**src/rtl/pipeline_stall_ctrl.sv**
```systemverilog
// Stall/flush sequencer for the 5-stage pipeline: load-use, branch, MUL/DIV and memory-wait hazards.
// Optional stall performance counter: define PIPELINE_STALL_CTRL_PERF_CNT_EN.
module pipeline_stall_ctrl #(
  parameter int unsigned MEM_TIMEOUT = 16,
  parameter int unsigned CNT_W       = 16
) (
  input  logic             clk,
  input  logic             rst,
  input  logic             LoadE,
  input  logic [4:0]       RD_E,
  input  logic [4:0]       Rs1_D,
  input  logic [4:0]       Rs2_D,
  input  logic             PCSrcE,
  input  logic             MulOpE,
  input  logic             MulDone,
  input  logic             MemReqM,
  input  logic             MemReadyM,
  output logic             MulStart,
  output logic             StallF,
  output logic             StallD,
  output logic             StallE,
  output logic             StallM,
  output logic             FlushD,
  output logic             FlushE,
  output logic             FlushM,
  output logic             FlushW,
  output logic             MemErr
`ifdef PIPELINE_STALL_CTRL_PERF_CNT_EN
  ,
  output logic [CNT_W-1:0] StallCnt
`endif
);

  localparam int unsigned WD_W = $clog2(MEM_TIMEOUT + 1);

  if (MEM_TIMEOUT < 2) begin : g_bad_timeout
    $error("pipeline_stall_ctrl: MEM_TIMEOUT must be >= 2");
  end
  if (CNT_W < 1) begin : g_bad_cnt_w
    $error("pipeline_stall_ctrl: CNT_W must be >= 1");
  end

  typedef enum logic [1:0] {
    RUN      = 2'd0,
    MC_WAIT  = 2'd1,
    MEM_WAIT = 2'd2
  } state_t;

  state_t          r_state;
  logic [WD_W-1:0] r_wd;
  logic            r_memerr;

  logic w_memwait;
  logic w_loaduse;
  logic w_wd_expired;

  assign w_memwait    = MemReqM & ~MemReadyM & ~r_memerr;
  assign w_loaduse    = LoadE & (RD_E != 5'd0) & ((RD_E == Rs1_D) | (RD_E == Rs2_D));
  assign w_wd_expired = (r_wd == WD_W'(MEM_TIMEOUT - 1));
  assign MemErr       = r_memerr;

  always_ff @(posedge clk or posedge rst) begin
    if (rst) begin
      r_state  <= RUN;
      r_wd     <= '0;
      r_memerr <= 1'b0;
    end else begin
      case (r_state)
        RUN: begin
          if (w_memwait) begin
            r_state <= MEM_WAIT;
            r_wd    <= '0;
          end else if (MulOpE) begin
            r_state <= MC_WAIT;
          end
        end
        MC_WAIT: begin
          if (MulDone) r_state <= RUN;
        end
        MEM_WAIT: begin
          if (MemReadyM) begin
            r_state <= RUN;
          end else if (w_wd_expired) begin
            r_memerr <= 1'b1;
            r_state  <= RUN;
          end else begin
            r_wd <= r_wd + 1'b1;
          end
        end
        default: r_state <= RUN;
      endcase
    end
  end

  // Controls are combinational off the registered state; forcing them low while
  // rst is high keeps MulStart and the stalls quiet even with MulOpE asserted.
  always_comb begin
    MulStart = 1'b0;
    StallF   = 1'b0;
    StallD   = 1'b0;
    StallE   = 1'b0;
    StallM   = 1'b0;
    FlushD   = 1'b0;
    FlushE   = 1'b0;
    FlushM   = 1'b0;
    FlushW   = 1'b0;
    if (!rst) begin
      case (r_state)
        RUN: begin
          if (w_memwait) begin
            StallF = 1'b1;
            StallD = 1'b1;
            StallE = 1'b1;
            StallM = 1'b1;
            FlushW = 1'b1;
          end else if (MulOpE) begin
            MulStart = 1'b1;
            StallF   = 1'b1;
            StallD   = 1'b1;
            StallE   = 1'b1;
            FlushM   = 1'b1;
          end else if (PCSrcE) begin
            FlushD = 1'b1;
            FlushE = 1'b1;
          end else if (w_loaduse) begin
            StallF = 1'b1;
            StallD = 1'b1;
            FlushE = 1'b1;
          end
        end
        MC_WAIT: begin
          if (!MulDone) begin
            StallF = 1'b1;
            StallD = 1'b1;
            StallE = 1'b1;
            FlushM = 1'b1;
          end
        end
        MEM_WAIT: begin
          if (!MemReadyM) begin
            StallF = 1'b1;
            StallD = 1'b1;
            StallE = 1'b1;
            StallM = 1'b1;
            FlushW = 1'b1;
          end
        end
        default: ;
      endcase
    end
  end

`ifdef PIPELINE_STALL_CTRL_PERF_CNT_EN
  logic [CNT_W-1:0] r_stall_cnt;

  always_ff @(posedge clk or posedge rst) begin
    if (rst) begin
      r_stall_cnt <= '0;
    end else if (StallF && (r_stall_cnt != '1)) begin
      r_stall_cnt <= r_stall_cnt + 1'b1;
    end
  end

  assign StallCnt = r_stall_cnt;
`endif

endmodule

```
**config.mk**
```make
export PLATFORM = sky130hd
export DESIGN_NAME = pipeline_stall_ctrl
export DESIGN_NICKNAME = d
export VERILOG_FILES = /design/src/rtl/pipeline_stall_ctrl.sv
export SDC_FILE = /design/constraint.sdc
export NUM_CORES = 1
export LEC_CHECK = 0
export BUFFER_PORTS_ARGS = -buffer_cell sky130_fd_sc_hd__buf_2
export CORE_UTILIZATION = 31
export DETAILED_ROUTE_END_ITERATION = 16
export GPL_TIMING_DRIVEN = 0
export SKIP_CTS_REPAIR_TIMING = 1
export SLEW_MARGIN = 20
export SYNTH_ARGS = -nofsm -noshare
export SYNTH_HDL_FRONTEND = slang
export SYNTH_SLANG_ARGS = --single-unit
```
**constraint.sdc**
```tcl
create_clock -name clk -period 1.7 [get_ports clk]
set_input_delay 0.34 -clock clk [delete_from_list [all_inputs] [get_ports clk]]
set_output_delay 0.34 -clock clk [all_outputs]
set_load 0.03 [all_outputs]
```
* After elaboration in Yosys (flattened, before gate mapping)
Cells that the tools add are included.
W data, S select, Z words.
** Cells by class
- $add $sub $neg :: 1
- Equality and inequality tests :: 11
- Muxes and demuxes :: 40
- Bitwise logic cells :: 7
- Reduce and logical (&&, ||, !) cells :: 6
** Operator list (number)
- $mux W1 :: 26
- $mux W5 :: 3
- $eq A5 B5 Y1 :: 2
- $mux W2 :: 5
- $pmux W5 S2 :: 1
- $ne A2 B2 Y1 const B :: 4
- $ne A3 B3 Y1 const B :: 2
- $pmux W1 S3 :: 2
- $pmux W2 S3 :: 1
- $reduce_and A3 Y1 :: 2
- $add A5 B1 Y5 const B :: 1
- $eq A5 B4 Y1 const B :: 1
- $reduce_bool A5 Y1 :: 1
- $and A1 B1 Y1 :: 4
- $pmux W1 S2 :: 2
- $reduce_and A4 Y1 :: 1
- $eq A2 B1 Y1 const B :: 1
- $eq A2 B2 Y1 const B :: 1
- $logic_not A2 Y1 :: 1
- $not A1 Y1 :: 2
- $reduce_bool A2 Y1 :: 1
- $or A1 B1 Y1 :: 1
** Word-level totals
- Register bits after elaboration :: 8
- Input bits :: 23
- Output and inout bits :: 10
- Word-level logic and storage cells :: 68

* Longest topological paths before layout
Gate-level depths: netlist (run 1).
- Word-level depth :: 9
- Depth in mapped cells :: 7

* Worst setup path after synthesis (run 1)
No wires, ideal clock.
- Kind :: register to output
- Start point :: register r_memerr, in the netlist MemErr
- End point :: output FlushE
- Arrival time :: 2.216 ns
- Setup slack :: -0.856 ns
- Stages on the path, launching flop included :: 4
- Buffers on the path :: 0
- Cell sequence :: dfrtp_1 > nor3b_1 > nor4b_1 > o21bai_1
** Between the ends
- Word-level cells in the longest chain between the ends :: 5
** RTL lines
- start: declaration :: line 51 : logic r_memerr;
- start signal: assignment :: line 66 : r_memerr <= 1'b0;
- start signal: assignment :: line 84 : r_memerr <= 1'b1;
- $not A1 Y1 :: line 57 : assign w_memwait = MemReqM & ~MemReadyM & ~r_memerr;
- $and A1 B1 Y1 :: line 57
- $mux W1 :: line 110 : if (w_memwait) begin
- $mux W1 :: line 108 : case (r_state)
- $mux W1 :: line 107 : if (!rst) begin
- end: declaration :: line 24 : output logic FlushE,
Every way passes these cells.

* Worst setup path after layout (run 1)
- Start point :: register r_state[0]
- End point :: output StallF
** Between the ends
- Word-level cells in the longest chain between the ends :: 3
- Elaborated cells on any way between the ends :: 5
- Those cells by class :: eq/ne: 2; mux: 2; reduce/logical: 1
** RTL lines
- start: declaration :: line 49 : state_t r_state;
- start signal: assignment :: line 64 : r_state <= RUN;
- start signal: assignment :: line 71 : r_state <= MEM_WAIT;
- start signal: assignment :: line 74 : r_state <= MC_WAIT;
- $eq A2 B2 Y1, or another cell as far along :: line 108
- $pmux W1 S3 (*) :: line 108
- $mux W1 (*) :: line 107
- end: declaration :: line 19 : output logic StallF,
Every way passes the cells marked *; elsewhere a longest branch is shown, timed or not.

==> metrics.txt, run 1 <==
outcome finished with violations; failing checks setup timing; Pwr Density slightly above 700 nW/µm²; P_int around 0.54 mW; largest net degree at the start of global routing 11; total track usage between 10% and 20%; Switching Power around 0.32 mW; core area 1960 µm²; XOR/XNOR Fraction of Synth Area between 15 and 20%; worst skew pair latency about 0.26 ns; first-pass GRT wire length ~2000 µm; H-tree depth 1; LEAKAGE approximately 0.57 nW; Antenna Violating Nets Remaining 0; critical path type reg2out; Sw Share between 30% and 40%; Hold Path Class in2async; final worst-path cycle share 124%; Layout Cells excl Fill 154; cell mode on critical path buf_6; starting density of the core between 30 and 40%; commonest non-fill, non-tap cell in the layout buf_2; sequential cell area fraction in the yosys report between 30% and 40%; Clock Power Share a little under a fifth; post-synthesis simple-gate area fraction 30.0%; vias in the first global route 532; Clock Pin Slew Worst Setup and Hold Paths 0.06 ns; DRC viols 0; Core Util, Final around 63%; Yosys cell types 26; I/O Buffers 32; mux cell area share after synthesis between 1.5 and 2%; Post-Place Cells between 100 and 150; Critical path origin r_state[0]; Final Hold Fails 0; area leader, netlist dfrtp_1; Final setup violation count 13; Syn. warnings 0; Startpoint Class register; cell area after synthesis between 600 and 700 µm²; Post-Synthesis Mean Instance Area roughly 8.5 µm²; Die H 47.5 µm; commonest non-fill, non-tap cells in the layout buf_2 (24), buf_4 (15), xor2_1 (12); combinational family with the most area after synthesis simple AND/OR/NAND/NOR gates; area delta synth->final 90.9%; gpl congestion 0.758; Placement Rows 16; vias post-DR ~740; final wirelength ~2100 µm; R2R depth 7; Synth top area share 31.1%; Synth Instances 76; Setup crit end StallF; Slew HR 66.1%; syn nets 101; R2R Path Start r_wd[1]; DR vias/cell around 4.8; Logic pwr share slightly above 50%; Yosys reg bits 8; adder and majority gate portion of the synthesized area roughly 4%; Tightest Pin Transition roughly 0.51 ns; crit end category primary output; crit path time final around 2.1 ns; Post-Place Worst Slack -0.482 ns; post-synthesis compound-gate area fraction a little under an eighth; DIE AREA between 2000 and 2500 µm²; Final Slew Violations 0; TritonCTS buffer count 3; worst setup margin -0.411 ns; drt wl/cell roughly 14 µm; final hold slack ~0.090 ns; Clock Sinks 8; setup repair after global routing missed its margin yes; critical path, cell by cell buf_6 > inv_6 > or3_4 > a31oi_4 > o21bai_4 > buf_6 > buf_6; CTS Root Cell clkbuf_4; hpwl dp between 1000 and 1500 µm; RR Endpoint r_wd[3]; first-pass detailed-route iteration total 4; initial antenna violation count 0; Fmax roughly 470 MHz; Area contributors post-synth dfrtp_1 (31%), xor2_1 (16%), nor2_1 (6.4%); Top-Level Pins 33; fraction of layout cells with a size suffix above 1 between 60% and 70%; global route overflow 0; r2r setup slk -0.10 ns; fin nets between 150 and 200; critical path arrival around 1.8 ns; Clock Path Buffers 2; Seq pwr share a little under a third; Starting DRT DRC Count 19; worst-path maximum fanout 7; Worst EP required between 1 and 1.5 ns; Peak VDD IR around 0.00056 V; Die Wd approximately 48 µm; Clock Skew 0.00771 ns; Max Cap Violations 0; Slowest-stage cell, CP dfrtp_2; CTS tree built; Antenna diodes 0; max incr delay on CP 0.47 ns
power by group through the flow:
stage               clock [mW]  sequential [mW]  combinational, mW
finish                   0.158            0.263              0.447
global route             0.176            0.264              0.477
CTS                      0.163            0.260              0.297
detailed placement           0            0.263              0.294
global placement             0            0.261              0.293
floorplan                    0            0.253              0.211
per-stage QoR:
step                TNS [ns]  power, mW  instance area, µm²
detailed placement     -1.96      0.557                 941
floorplan             -0.527      0.464                 747
finish                 -2.56      0.867                1230
global route           -3.43      0.917                1230
CTS                    -3.45      0.719                 967
global placement       -2.00      0.554                 941
worst min-delay path by stage:
stage | startpoint | cells after the start | to
after floorplan | rst | 1 | r_state[1]
after global placement | rst | 2 | r_state[1]
after detailed placement | rst | 2 | r_wd[4]
after CTS | rst | 2 | r_wd[3]
after global routing | rst | 2 | r_wd[3]
final | rst | 2 | r_wd[3]
cell type report:
type                    instances  area (µm²)
plain buffers                   3        33.8
fillers                       162         734
well taps                      27        33.8
flip-flops and latches          8         204
multi-input cells              61         583
clock buffers                   4        26.3
inverters                       4        23.8
repair buffers                 47         323
per-layer routing:
metal | track usage [%] | part of all wire, % | up-vias
li1 | - | - | 367
met1 | 15.7 | 39 | 344
met2 | 21.1 | 55 | 21
met3 | 2.64 | 3.6 | 4
met4 | 8.33 | 2.1 | 0
met5 | 0 | 0 | -
state kept, by name, indices dropped and copies added (netlist names):
signal and flops:
r_wd 5, MemErr 1, r_state 2
cell families (layout without fill, tap and decap cells):
| family | after synthesis | in the layout |
|---|---|---|
| buffers and inverters | 7 | 58 |
| multiplexers | 1 | 1 |
| adder cells (fa/ha/maj) | 2 | 2 |
| XOR/XNOR | 12 | 12 |
| AND/OR/NAND/NOR | 35 | 35 |
| AO/OA/AOI/OAI | 11 | 11 |
| flip-flops | 8 | 8 |
Yosys cell counts, drive strengths merged:
cell	number
nor4b	3
dfrtp	8
nor2	11
a22oi	1
nor3	5
xor2	12
a21oi	2
or3	2
nor3b	1
ha	2
nand2	5
or3b	1
and3	1
nand4	3
or4	2
o21bai	2
nor2b	1
a31oi	1
buf	3
inv	4
o21ai	4
mux2	1
a31o	1
worst max-delay path: cells and delay by family (launching register included):
| family | cells | cell delay (ns) |
|---|---|---|
| AND/OR/NAND/NOR | 1 | 0.33 |
| flip-flops | 1 | 0.47 |
| AO/OA/AOI/OAI | 2 | 0.31 |
| buffers and inverters | 4 | 0.39 |
Power figures use the tool's default switching activity.
==> run 2, diff against run 1 <==
--- a/config.mk
+++ b/config.mk
@@ -5,10 +5,10 @@
 export SDC_FILE = /design/constraint.sdc
 export NUM_CORES = 1
 export LEC_CHECK = 0
-export BUFFER_PORTS_ARGS = -buffer_cell sky130_fd_sc_hd__buf_2
 export CORE_UTILIZATION = 31
 export DETAILED_ROUTE_END_ITERATION = 16
-export GPL_TIMING_DRIVEN = 0
+export DONT_BUFFER_PORTS = 1
+export GPL_TIMING_DRIVEN = 1
 export SKIP_CTS_REPAIR_TIMING = 1
 export SLEW_MARGIN = 20
 export SYNTH_ARGS = -nofsm -noshare
==> metrics.txt, run 2 (synthesis results as in run 1) <==
initial antenna violation count 0; first-pass detailed-route iteration total 3; DIE AREA roughly 2300 µm²; vias post-DR 638; TritonCTS buffer count 3; fin area approximately 1100 µm²; fraction of layout cells with a size suffix above 1 approximately half; final worst-path cycle share 117%; worst skew pair latency 0.25 ns; CTS tree built; H-tree depth 1; total track usage 14.3%; RR Endpoint r_wd[3]; Critical path origin r_state[0]; Slew HR between 60% and 70%; Largest Register r_wd; first-pass GRT wire length 2220 µm; largest net degree at the start of global routing 9; Final Slew Violations 0; Peak VDD IR approximately 0.00045 V; Final setup violation count 13; Final Hold Fails 0; crit end category primary output; Worst EP required 1.36 ns; Antenna diodes 0; Clock Path Buffers 2; failing checks setup timing; Die Wd between 40 and 50 µm; crit path time final between 1.5 and 2 ns; drt wl/cell 13.7 µm; Antenna Violating Nets Remaining 0; r2r setup slk -0.13 ns; Pwr Density between 700 and 800 nW/µm²; commonest non-fill, non-tap cells in the layout buf_4 (19), xor2_1 (12), nor2_1 (8); core area roughly 2000 µm²; Startpoint Class register; Final TNS setup -2.18 ns; Clock Sinks 8; CTS Root Cell clkbuf_4; Hold Path Class in2reg; R2R Path Start r_wd[0]; I/O Buffers 0; Largest register FFs 5; Placement Cell Area 937 µm²; setup repair after global routing missed its margin yes; Clock Skew approximately 0.0015 ns; Multi-input gate area 543 µm²; Max Cap Violations 0; Top-Level Pins 33; Fillers between 150 and 200; starting density of the core 32.8%; hpwl dp 1260 µm; vias in the first global route ~560; global route overflow 0; LEAKAGE roughly 0.47 nW; critical path arrival between 1.5 and 2 ns; worst setup margin -0.292 ns; Starting DRT DRC Count 6; Setup crit end StallD; area delta synth->final 64.0%; gpl congestion between 0.7 and 0.8; DRC viols 0; outcome finished with violations; storage element area a little over 200 µm²; Clock Pin Slew Worst Setup and Hold Paths 0.05 ns; Die H between 40 and 50 µm; fin nets 129; worst-path maximum fanout 6; Tightest Pin Transition roughly 0.55 ns; R2R depth 7; commonest non-fill, non-tap cell in the layout buf_4; critical path type reg2out; final wirelength 1770 µm; DR vias/cell a little under 5; Placement Rows 16; Fmax ~500 MHz
[run 2: changes by cell type in the layout (fill, tap and decap cells not counted), moves of 2 or more]
cell    change
ha_1        +2
buf_4       +4
buf_12      +2
buf_6       -7
buf_2      -24
[run 2: worst min path at each step]
stage / from / end / slack [ns] / depth (start not counted)
2_1_floorplan: rst / r_state[1] / 0.16 / 1
3_3_place_gp: rst / r_state[1] / 0.24 / 2
3_5_place_dp: rst / r_state[1] / 0.24 / 2
4_1_cts: rst / MemErr / -0.03 / 2
5_1_grt: MulDone / r_state[0] / 0.31 / 2
6_report: MulDone / r_state[0] / 0.31 / 2
[run 2: power breakdown]
group | switching (mW) | leakage, nW | internal, mW
registers | 0.0246 | 0.104 | 0.223
logic | 0.189 | 0.356 | 0.200
clock network | 0.0653 | 0.0138 | 0.0808
[run 2: final cells by class]
class	count	share of cell area, %
clock buffer	3	2.14
tap	27	3.20
sequential	8	19.2
inverter	4	1.42
timing repair buffer	26	22.5
multi-input combinational	61	51.5
[run 2: through the flow]
stage / instances / hold slack (ns) / util (%) / total power, mW / setup WS (ns)
after floorplan: 76 / 0.164 / - / 0.464 / -0.205
after global placement: 122 / 0.237 / 47.8 / 0.591 / -0.0681
after detailed placement: 122 / 0.245 / 47.8 / 0.592 / -0.0993
after CTS: 125 / -0.0294 / 48.9 / 0.748 / -0.330
after global routing: 129 / 0.310 / 53.8 / 0.836 / -0.358
final: 129 / 0.308 / 53.8 / 0.782 / -0.292
[run 2: routing by layer]
| layer | track usage, % | vias up | routed length [µm] |
|---|---|---|---|
| li1 | - | 321 | - |
| met1 | 15.3 | 295 | 681 |
| met2 | 27.1 | 20 | 1010 |
| met3 | 2.26 | 2 | 69 |
| met4 | 6.67 | 0 | 14 |
| met5 | 0 | - | 0 |
[run 2: critical path: stages (launching register included)]
cell and delay [ns]:
dfrtp_2 0.39, buf_6 0.15, inv_2 0.06, or3_4 0.33
a31oi_4 0.15, o21bai_4 0.15, buf_12 0.16
